==> src/rtl/mmio_pkg.sv <==
// Shared constants for the MMIO event bank.
//   - Default word addresses of the input, pending, acknowledge, mask and
//     output-register windows.
//   - Bus data width.
//   - Output-register index assignments used by the board top level.
//   - Register-select enum and a window-overlap helper for the decoder.
package mmio_pkg;

    localparam int unsigned DATA_W        = 32;

    localparam int unsigned DEF_IN_BASE   = 0;
    localparam int unsigned DEF_PEND_ADDR = 32;
    localparam int unsigned DEF_ACK_ADDR  = 33;
    localparam int unsigned DEF_MASK_ADDR = 34;
    localparam int unsigned DEF_OUT_BASE  = 48;

    // Output register indices (offset from OUT_BASE)
    localparam int unsigned SEG0       = 0;
    localparam int unsigned SEG1       = 1;
    localparam int unsigned SEG2       = 2;
    localparam int unsigned SEG3       = 3;
    localparam int unsigned SERVO1     = 4;
    localparam int unsigned SERVO5     = 5;
    localparam int unsigned SERVO10    = 6;
    localparam int unsigned SERVO25    = 7;
    localparam int unsigned LED_STATE0 = 8;
    localparam int unsigned LED_STATE1 = 9;

    typedef enum logic [2:0] {
        SEL_NONE,
        SEL_IN,
        SEL_PEND,
        SEL_ACK,
        SEL_MASK,
        SEL_OUT
    } reg_sel_e;

    // True when [a_lo, a_lo+a_n) and [b_lo, b_lo+b_n) share any address.
    function automatic logic win_overlap(input longint a_lo, input longint a_n,
                                         input longint b_lo, input longint b_n);
        return (a_lo < b_lo + b_n) && (b_lo < a_lo + a_n);
    endfunction

endpackage

==> src/rtl/mmio_sync_edge.sv <==
// One input channel: multi-flop synchroniser, one-cycle previous sample and
// rising-edge detect.
//   i_clock    system clock
//   i_reset_n  asynchronous active-low reset
//   i_async    raw asynchronous input
//   o_sync     synchronised level
//   o_rise     synchronised level is 1 and previous sample was 0
module mmio_sync_edge #(
    parameter int unsigned SYNC_STAGES = 2
) (
    input  logic i_clock,
    input  logic i_reset_n,
    input  logic i_async,
    output logic o_sync,
    output logic o_rise
);

    logic [SYNC_STAGES-1:0] r_sync;
    logic                   r_prev;

    always_ff @(posedge i_clock or negedge i_reset_n) begin
        if (!i_reset_n) begin
            r_sync <= '0;
            r_prev <= 1'b0;
        end else begin
            r_sync <= {r_sync[SYNC_STAGES-2:0], i_async};
            r_prev <= r_sync[SYNC_STAGES-1];
        end
    end

    assign o_sync = r_sync[SYNC_STAGES-1];
    assign o_rise = r_sync[SYNC_STAGES-1] & ~r_prev;

endmodule

==> src/rtl/mmio_event_bank.sv <==
// Memory-mapped peripheral register bank on the CPU data-memory port.
// Synchronises NUM_IN asynchronous inputs into a pending bitmask (sticky
// rising-edge or level per channel), with a write-1-to-clear acknowledge,
// an interrupt mask and NUM_OUT CPU-writable 32-bit control registers.
//   i_clock    system clock
//   i_reset_n  asynchronous active-low reset
//   i_addr     CPU word address
//   i_wdata    CPU store data
//   i_we       CPU store enable
//   o_rdata    combinational read data for i_addr
//   o_hit      i_addr decodes inside this bank
//   i_in_sig   raw asynchronous peripheral inputs
//   o_out_reg  output registers, register j at [32j+31:32j]
//   o_irq      registered OR of pending & mask
module mmio_event_bank
    import mmio_pkg::*;
#(
    parameter int unsigned NUM_IN      = 16,
    parameter int unsigned NUM_OUT     = 16,
    parameter int unsigned ADDR_W      = 12,
    parameter int unsigned IN_BASE     = DEF_IN_BASE,
    parameter int unsigned PEND_ADDR   = DEF_PEND_ADDR,
    parameter int unsigned ACK_ADDR    = DEF_ACK_ADDR,
    parameter int unsigned MASK_ADDR   = DEF_MASK_ADDR,
    parameter int unsigned OUT_BASE    = DEF_OUT_BASE,
    parameter logic [31:0] EDGE_MASK   = 32'hFFFF_FFFF,
    parameter int unsigned SYNC_STAGES = 2
) (
    input  logic                      i_clock,
    input  logic                      i_reset_n,
    input  logic [ADDR_W-1:0]         i_addr,
    input  logic [DATA_W-1:0]         i_wdata,
    input  logic                      i_we,
    output logic [DATA_W-1:0]         o_rdata,
    output logic                      o_hit,
    input  logic [NUM_IN-1:0]         i_in_sig,
    output logic [NUM_OUT*DATA_W-1:0] o_out_reg,
    output logic                      o_irq
);

    // Parameter sanity: window overlaps, range limits, address fit.
    localparam logic MAP_BAD =
        win_overlap(IN_BASE,   NUM_IN, PEND_ADDR, 1)       ||
        win_overlap(IN_BASE,   NUM_IN, ACK_ADDR,  1)       ||
        win_overlap(IN_BASE,   NUM_IN, MASK_ADDR, 1)       ||
        win_overlap(IN_BASE,   NUM_IN, OUT_BASE,  NUM_OUT) ||
        win_overlap(OUT_BASE,  NUM_OUT, PEND_ADDR, 1)      ||
        win_overlap(OUT_BASE,  NUM_OUT, ACK_ADDR,  1)      ||
        win_overlap(OUT_BASE,  NUM_OUT, MASK_ADDR, 1)      ||
        (PEND_ADDR == ACK_ADDR) || (PEND_ADDR == MASK_ADDR) ||
        (ACK_ADDR  == MASK_ADDR);

    localparam logic RANGE_BAD =
        (NUM_IN < 1) || (NUM_IN > 32) || (NUM_OUT < 1) || (NUM_OUT > 32) ||
        (SYNC_STAGES < 2) || (ADDR_W < 1) || (ADDR_W > 32) ||
        (longint'(IN_BASE)  + NUM_IN  > (longint'(1) << ADDR_W)) ||
        (longint'(OUT_BASE) + NUM_OUT > (longint'(1) << ADDR_W)) ||
        (longint'(PEND_ADDR) >= (longint'(1) << ADDR_W)) ||
        (longint'(ACK_ADDR)  >= (longint'(1) << ADDR_W)) ||
        (longint'(MASK_ADDR) >= (longint'(1) << ADDR_W));

    generate
        if (MAP_BAD) begin : g_map_bad
            $error("mmio_event_bank: address windows overlap");
        end
        if (RANGE_BAD) begin : g_range_bad
            $error("mmio_event_bank: parameter out of range");
        end
    endgenerate

    logic [NUM_IN-1:0]  w_sync;
    logic [NUM_IN-1:0]  w_rise;
    logic [NUM_IN-1:0]  r_pend;
    logic [NUM_IN-1:0]  r_mask;
    logic               r_irq;
    logic [DATA_W-1:0]  r_out [NUM_OUT];

    logic [31:0]        w_addr_ext;
    reg_sel_e           w_sel;
    logic [NUM_IN-1:0]  w_in_onehot;
    logic [NUM_OUT-1:0] w_out_onehot;
    logic [NUM_IN-1:0]  w_ack_clr;
    logic [NUM_IN-1:0]  w_pend_next;
    logic [NUM_IN-1:0]  w_mask_next;

    genvar gi;
    generate
        for (gi = 0; gi < NUM_IN; gi++) begin : g_chan
            mmio_sync_edge #(
                .SYNC_STAGES (SYNC_STAGES)
            ) u_sync (
                .i_clock   (i_clock),
                .i_reset_n (i_reset_n),
                .i_async   (i_in_sig[gi]),
                .o_sync    (w_sync[gi]),
                .o_rise    (w_rise[gi])
            );
        end
    endgenerate

    // Full-width compare: zero-extend so no low-bit aliasing can occur.
    assign w_addr_ext = 32'(i_addr);

    always_comb begin
        w_in_onehot  = '0;
        w_out_onehot = '0;
        for (int i = 0; i < NUM_IN; i++) begin
            w_in_onehot[i] = (w_addr_ext == IN_BASE + i);
        end
        for (int j = 0; j < NUM_OUT; j++) begin
            w_out_onehot[j] = (w_addr_ext == OUT_BASE + j);
        end
    end

    always_comb begin
        w_sel = SEL_NONE;
        if (|w_in_onehot)                  w_sel = SEL_IN;
        else if (w_addr_ext == PEND_ADDR)  w_sel = SEL_PEND;
        else if (w_addr_ext == ACK_ADDR)   w_sel = SEL_ACK;
        else if (w_addr_ext == MASK_ADDR)  w_sel = SEL_MASK;
        else if (|w_out_onehot)            w_sel = SEL_OUT;
    end

    assign o_hit = (w_sel != SEL_NONE);

    always_comb begin
        o_rdata = '0;
        case (w_sel)
            SEL_IN: begin
                for (int i = 0; i < NUM_IN; i++) begin
                    if (w_in_onehot[i]) o_rdata[0] = r_pend[i];
                end
            end
            SEL_PEND: o_rdata[NUM_IN-1:0] = r_pend;
            SEL_MASK: o_rdata[NUM_IN-1:0] = r_mask;
            SEL_OUT: begin
                for (int j = 0; j < NUM_OUT; j++) begin
                    if (w_out_onehot[j]) o_rdata = r_out[j];
                end
            end
            default: o_rdata = '0;
        endcase
    end

    // Next-state for pending and mask. Edge channels: a rise on the same
    // edge as an acknowledge wins, so no event is dropped. Level channels
    // simply follow the synchronised input and ignore acknowledges.
    always_comb begin
        w_ack_clr   = '0;
        w_mask_next = r_mask;
        if (i_we && (w_sel == SEL_ACK))  w_ack_clr   = i_wdata[NUM_IN-1:0];
        if (i_we && (w_sel == SEL_MASK)) w_mask_next = i_wdata[NUM_IN-1:0];
        for (int i = 0; i < NUM_IN; i++) begin
            w_pend_next[i] = EDGE_MASK[i] ? ((r_pend[i] & ~w_ack_clr[i]) | w_rise[i])
                                          : w_sync[i];
        end
    end

    always_ff @(posedge i_clock or negedge i_reset_n) begin
        if (!i_reset_n) begin
            r_pend <= '0;
            r_mask <= '0;
            r_irq  <= 1'b0;
        end else begin
            r_pend <= w_pend_next;
            r_mask <= w_mask_next;
            r_irq  <= |(w_pend_next & w_mask_next);
        end
    end

    assign o_irq = r_irq;

    generate
        for (gi = 0; gi < NUM_OUT; gi++) begin : g_out
            always_ff @(posedge i_clock or negedge i_reset_n) begin
                if (!i_reset_n) begin
                    r_out[gi] <= '0;
                end else if (i_we && w_out_onehot[gi]) begin
                    r_out[gi] <= i_wdata;
                end
            end
            assign o_out_reg[DATA_W*gi +: DATA_W] = r_out[gi];
        end
    endgenerate

endmodule

==> config.mk <==
export PLATFORM = sky130hd
export DESIGN_NAME = mmio_event_bank
export DESIGN_NICKNAME = d
export VERILOG_FILES = /design/src/rtl/mmio_pkg.sv /design/src/rtl/mmio_sync_edge.sv /design/src/rtl/mmio_event_bank.sv
export SDC_FILE = /design/constraint.sdc
export NUM_CORES = 1
export LEC_CHECK = 0
export BUFFER_PORTS_ARGS = -buffer_cell sky130_fd_sc_hd__buf_2
export CAP_MARGIN = 20
export CORE_MARGIN = 5
export CORE_UTILIZATION = 50
export CTS_BUF_LIST = sky130_fd_sc_hd__clkbuf_8 sky130_fd_sc_hd__clkbuf_16
export DETAILED_ROUTE_END_ITERATION = 10
export PLACE_DENSITY = 0.74
export SLEW_MARGIN = 25
export SYNTH_ARGS = -nofsm -noshare
export SYNTH_HDL_FRONTEND = slang
export SYNTH_SLANG_ARGS = --single-unit
==> constraint.sdc <==
create_clock -name i_clock -period 11.6 [get_ports i_clock]
set_input_delay 2.32 -clock i_clock [delete_from_list [all_inputs] [get_ports i_clock]]
set_output_delay 2.32 -clock i_clock [all_outputs]
set_load 0.02 [all_outputs]
==> results.py, run 1 <==
metrics = {
    "timing": {
        "slew_headroom": 0.232,
        "rsz0062_at_grt": "no",
        "hold_viol": 0,
        "setup-violations-final": 0,
        "post-route-min-period_ns": 8.57,
        "finClkSkew_ns": 0.0193,
        "maxSlewViolCount": 0,
        "fmax_mhz": 117,
        "tightest_slew_ns": 1.15,
        "tns_ns": 0,
        "finalCritPeriodShare": 0.739,
    },
    "synthesis": {
        "ys.flop_type": "dfrtp_1",
        "yosysSeqAreaShare": 0.551,
        "synth_area_leaders": "dfrtp_1, mux2_2, o21ai_0",
        "synth_cells": 2195,
        "synth.avg_cell_area_sq_um": 12.3,
        "synth_top_area_share": 0.551,
        "synth_top_area_cell": "dfrtp_1",
        "async_flop_share": 1.00,
        "synth-edff-count": 0,
        "ys_ff_latch": 593,
        "synth_nets": 2258,
        "yosys_warnings": 0,
        "yosysMostFrequentCell": "dfrtp_1",
        "yosysUniqueCellTypes": 66,
        "synthTopCellsByCount": "dfrtp_1, mux2_2, nand2_1",
        "synth_area_sq_um": 26900,
    },
    "clock_network": {
        "cts_max_level": 2,
        "clkTransAtPathRegs_ns": 0.06,
        "post_cts_buffers": 0,
        "clockRootBuffer": "clkbuf_16",
        "clock_latency_ns": 0.65,
        "cts_resized": 0,
        "clock_sinks": 593,
        "ctsLongestPathBuffers": 3,
        "cts_tree": "done",
        "hold_buffers": 0,
        "cts_inserted_buffers": 61,
    },
    "die": {
        "rows": 85,
        "ios": 609,
        "dieArea_sq_um": 58600,
        "die_width_microns": 242,
        "initial_utilization": 0.502,
        "core_area_sq_um": 53600,
        "die_h_microns": 242,
    },
    "setup_path": {
        "worstSetupEndpointType": "output pin",
        "cp_max_fo": 24,
        "crit_arrival_ns": 6.25,
        "critPathLaunchType": "input pin",
        "cp_data_required_time_ns": 9.28,
        "crit_type": "in2out",
    },
    "drt": {
        "firstDrtPassIters": 10,
        "first_iter_violations": 2880,
        "post_drt_wl_per_cell_microns": 34.4,
        "drc_errors": 0,
        "wirelength_microns": 121000,
        "num_vias": 23600,
        "antenna_left": 0,
        "via_per_inst": 6.75,
    },
    "min_path": {
        "holdCritPathClass": "reg2reg",
    },
    "place": {
        "gp_congestion": 0.966,
        "placedInstanceArea_sq_um": 30800,
        "io_buffers": 608,
        "placedCellCount": 3383,
        "dp_hpwl_microns": 84400,
    },
    "global_routing": {
        "grt_pass1_vias": 23800,
        "antenna_found_initial": 9,
        "grt_pass1_wl_microns": 172000,
        "overflow": 0,
        "grt_max_degree": 177,
        "grt_usage": 0.397,
    },
    "finish": {
        "largest_reg_flops": 512,
        "stdcell_count": 3503,
        "drive_gt1_frac": 0.489,
        "nets": 2816,
        "final_area_sq_um": 33100,
        "syn2layout_area_growth_pct": 23.0,
    },
    "pwr": {
        "leakage_nw": 18.0,
        "max-vdd-ir-drop_mv": 0.109,
        "power_density_nw_per_um2": 134,
    },
    "outcome": {
        "outcome": "finished clean",
    },
    "run": {
        "drv_cap": 0,
    },
}
layout make-up:
cell class	count	area, sq um
antenna	2	5.00
clock buffer	76	1760
clock inverter	39	467
fill	4321	20500
inverter	21	78.8
multi-input combinational	1391	11400
sequential	593	14800
tap	696	871
timing repair buffer	685	3680
worst max-delay path, stage by stage:
cell and delay, ns:
buf_2 0.11, or4_1 0.63, buf_4 0.29, nor2_1 0.40, nand3_2 0.88, nand4_1 0.40, a2111oi_0 0.11, a2111oi_0 0.79
buf_2 0.30
cells in the final DEF, fill, tap and decap left out, drive strengths merged, types with 10 or more instances in the layout:
master and n:
clkbuf 76, o221ai 27, a31oi 13, o21ai 116, nand2 151, a22o 36, a22oi 13, a221o 17
a21oi 108, a21o 18, mux2 532, nand3 35, a221oi 42, o22ai 15, a211oi 16, o211ai 10
buf 685, inv 32, nor4 14, clkinv 15, nand4 20, a222oi 10, nor2 68, bufinv 11
mux2i 17, nor3 21, dfrtp 593, nand2b 16
per-layer routing:
| metal | track usage | up-vias | routed length [microns] |
|---|---|---|---|
| li1 | - | 9276 | - |
| met4 | 0.215 | 14 | 8630 |
| met1 | 0.496 | 12000 | 43100 |
| met3 | 0.120 | 516 | 14200 |
| met2 | 0.625 | 1836 | 54500 |
| met5 | 0 | - | 91 |
final timing paths:
check                                                startpoint                              endpoint  slack (ns)  cells past startpoint
max                                                   i_addr[9]                           o_rdata[31]        3.03                      9
min                        g_chan[1].u_sync.r_sync[0]$_DFF_PN0_  g_chan[1].u_sync.r_sync[1]$_DFF_PN0_        0.34                      0
max reg2reg                                r_pend[11]$_DFF_PN0_                       o_irq$_DFF_PN0_        9.99                      4
min reg2reg                g_chan[1].u_sync.r_sync[0]$_DFF_PN0_  g_chan[1].u_sync.r_sync[1]$_DFF_PN0_        0.34                      0
max in group asynchronous                             i_reset_n  g_chan[6].u_sync.r_sync[1]$_DFF_PN0_        7.83                      3
min in group asynchronous                             i_reset_n            o_out_reg[221]$_DFFE_PN0P_        1.66                      1
cells by family after synthesis:
group	share of synthesized area
AOI/OAI and AO/OA	0.122
DFF	0.551
muxes	0.232
and+or+nand+nor	0.0641
buffers and inverters	0.0310
through the flow:
step	worst slack (ns)	hold WS (ns)	total power, W	util
2_1_floorplan	4.12	0.331	0.00220	-
3_3_place_gp	3.10	0.334	0.00231	0.575
3_5_place_dp	3.06	0.335	0.00231	0.575
4_1_cts	3.05	0.336	0.00444	0.617
5_1_grt	3.14	0.341	0.00455	0.618
6_report	3.03	0.339	0.00445	0.618
power breakdown:
group,internal [W],switching (W)
clock network,0.00131,0.000861
logic,0.0000381,0.000141
registers,0.00209,0.0000133
Note: power is estimated with default switching activity, not from simulation.
==> inputs of run 2 (changes only) <==
==> constraint.sdc (replaced) <==
create_clock -name i_clock -period 9 [get_ports i_clock]
set_input_delay 1.8 -clock i_clock [delete_from_list [all_inputs] [get_ports i_clock]]
set_output_delay 1.8 -clock i_clock [all_outputs]
set_load 0.02 [all_outputs]
==> results.py, run 2 (synthesized netlist as in run 1, its figures left out) <==
metrics = {
    "pwr": {
        "leakage_nw": 18.0,
        "intPower_w": 0.00441,
        "power_density_nw_per_um2": 173,
        "max-vdd-ir-drop_mv": 0.150,
        "p_comb_frac": 0.041,
        "power_frac_clock": 0.486,
        "p_seq_frac": 0.473,
        "swShare": 0.229,
        "switchingPower_w": 0.00131,
    },
    "clock_network": {
        "cts_tree": "done",
        "ctsLongestPathBuffers": 3,
        "cts_inserted_buffers": 66,
        "post_cts_buffers": 0,
        "clkTransAtPathRegs_ns": 0.05,
        "clock_latency_ns": 0.59,
        "cts_resized": 0,
        "cts_max_level": 3,
        "clockRootBuffer": "clkbuf_16",
        "hold_buffers": 0,
        "clock_sinks": 593,
    },
    "place": {
        "placedInstanceArea_sq_um": 30800,
        "gp_congestion": 0.962,
        "dp_hpwl_microns": 84200,
        "io_buffers": 608,
    },
    "die": {
        "ios": 609,
        "dieArea_sq_um": 58600,
        "rows": 85,
        "initial_utilization": 0.502,
        "die_width_microns": 242,
        "die_h_microns": 242,
        "core_area_sq_um": 53600,
    },
    "global_routing": {
        "globalRouteMet2Util": 0.620,
        "grt_pass1_vias": 24000,
        "antenna_found_initial": 7,
        "grt_max_degree": 186,
        "grt_usage": 0.400,
        "met3_usage": 0.119,
        "met1_usage": 0.497,
        "grt_pass1_wl_microns": 173000,
        "top_usage_layer": "met2",
        "overflow": 0,
    },
    "timing": {
        "holdWs_ns": 0.347,
        "finalCritPeriodShare": 0.819,
        "finClkSkew_ns": 0.0138,
        "setup-violations-final": 0,
        "tns_ns": 0,
        "maxSlewViolCount": 0,
        "fmax_mhz": 136,
        "hold_viol": 0,
        "slew_headroom": 0.253,
        "tightest_slew_ns": 1.12,
        "rsz0062_at_grt": "no",
        "post-route-min-period_ns": 7.37,
    },
    "finish": {
        "multiInputGateArea_sq_um": 11400,
        "syn2layout_area_growth_pct": 23.0,
        "layout_common_cells": "buf_2, dfrtp_1, mux2_2",
        "fillCellCount": 4337,
        "nets": 2818,
        "drive_gt1_frac": 0.489,
        "final_common_cell": "buf_2",
        "largest_reg_flops": 512,
        "final_area_sq_um": 33100,
        "seqCellArea_sq_um": 14800,
    },
    "drt": {
        "antenna_left": 0,
        "drc_errors": 0,
        "first_iter_violations": 3143,
        "firstDrtPassIters": 9,
        "num_vias": 23600,
        "wirelength_microns": 121000,
        "via_per_inst": 6.74,
        "post_drt_wl_per_cell_microns": 34.6,
    },
    "setup_path": {
        "crit_type": "in2out",
        "cp_max_fo": 17,
        "critPathLaunchType": "input pin",
        "crit_arrival_ns": 5.57,
        "worstSetupEndpointType": "output pin",
        "cp_data_required_time_ns": 7.20,
    },
    "outcome": {
        "outcome": "finished clean",
    },
    "run": {
        "drv_cap": 0,
    },
    "min_path": {
        "holdCritPathClass": "reg2reg",
    },
}
## run 2: cell count changes in the layout (fill, tap and decap cells not counted), sizes merged
cell | previous run | this run
clkinv | 15 | 10
clkbuf | 76 | 86
buf | 685 | 682
inv | 32 | 34
bufinv | 11 | 5
## run 2: worst paths after layout
path,from,to,slack (ns),cells after the start
setup / recovery,i_addr[9],o_rdata[31],1.63,8
hold / removal,g_chan[5].u_sync.r_sync[0]$_DFF_PN0_,g_chan[5].u_sync.r_sync[1]$_DFF_PN0_,0.35,0
setup reg to reg,r_pend[11]$_DFF_PN0_,o_irq$_DFF_PN0_,7.39,4
hold reg to reg,g_chan[5].u_sync.r_sync[0]$_DFF_PN0_,g_chan[5].u_sync.r_sync[1]$_DFF_PN0_,0.35,0
max in group asynchronous,i_reset_n,o_out_reg[14]$_DFFE_PN0P_,6.08,3
min in group asynchronous,i_reset_n,o_out_reg[220]$_DFFE_PN0P_,1.27,1
## run 2: through the flow
step	power (W)	cells	worst slack, ns	util
2_1_floorplan	0.00284	2195	2.56	-
3_3_place_gp	0.00297	3382	1.58	0.575
3_5_place_dp	0.00298	3382	1.64	0.576
4_1_cts	0.00573	3498	1.63	0.617
5_1_grt	0.00587	3499	1.54	0.618
6_report	0.00572	3501	1.63	0.618
## run 2: critical path, stage by stage
cell       delay [ns]
buf_2            0.11
or4_2            1.01
nor2_1           0.50
nand3_1          0.64
nand4_1          0.28
a2111oi_0        0.09
a2111oi_0        0.81
buf_2            0.30
## run 2: final cells by class
cell class | instances | area share
Multi-Input combinational cell | 1391 | 0.345
Tap cell | 696 | 0.0263
Sequential cell | 593 | 0.448
Clock buffer | 86 | 0.0592
Inverter | 21 | 0.00238
Timing Repair Buffer | 682 | 0.111
Antenna cell | 2 | 0.000151
Clock inverter | 30 | 0.00838
## run 2: power groups by stage
stage          logic [W]  clock network (W)  registers, W
2_1_floorplan  0.0000792                  0       0.00276
3_3_place_gp    0.000223                  0       0.00275
3_5_place_dp    0.000228                  0       0.00275
4_1_cts         0.000229            0.00280       0.00270
5_1_grt         0.000249            0.00291       0.00270
6_report        0.000233            0.00278       0.00270
## run 2: layer usage
| layer | up-vias | share of wire |
|---|---|---|
| met5 | - | 0.00070 |
| met1 | 12000 | 0.36 |
| met3 | 508 | 0.12 |
| met4 | 14 | 0.080 |
| li1 | 9274 | - |
| met2 | 1838 | 0.45 |
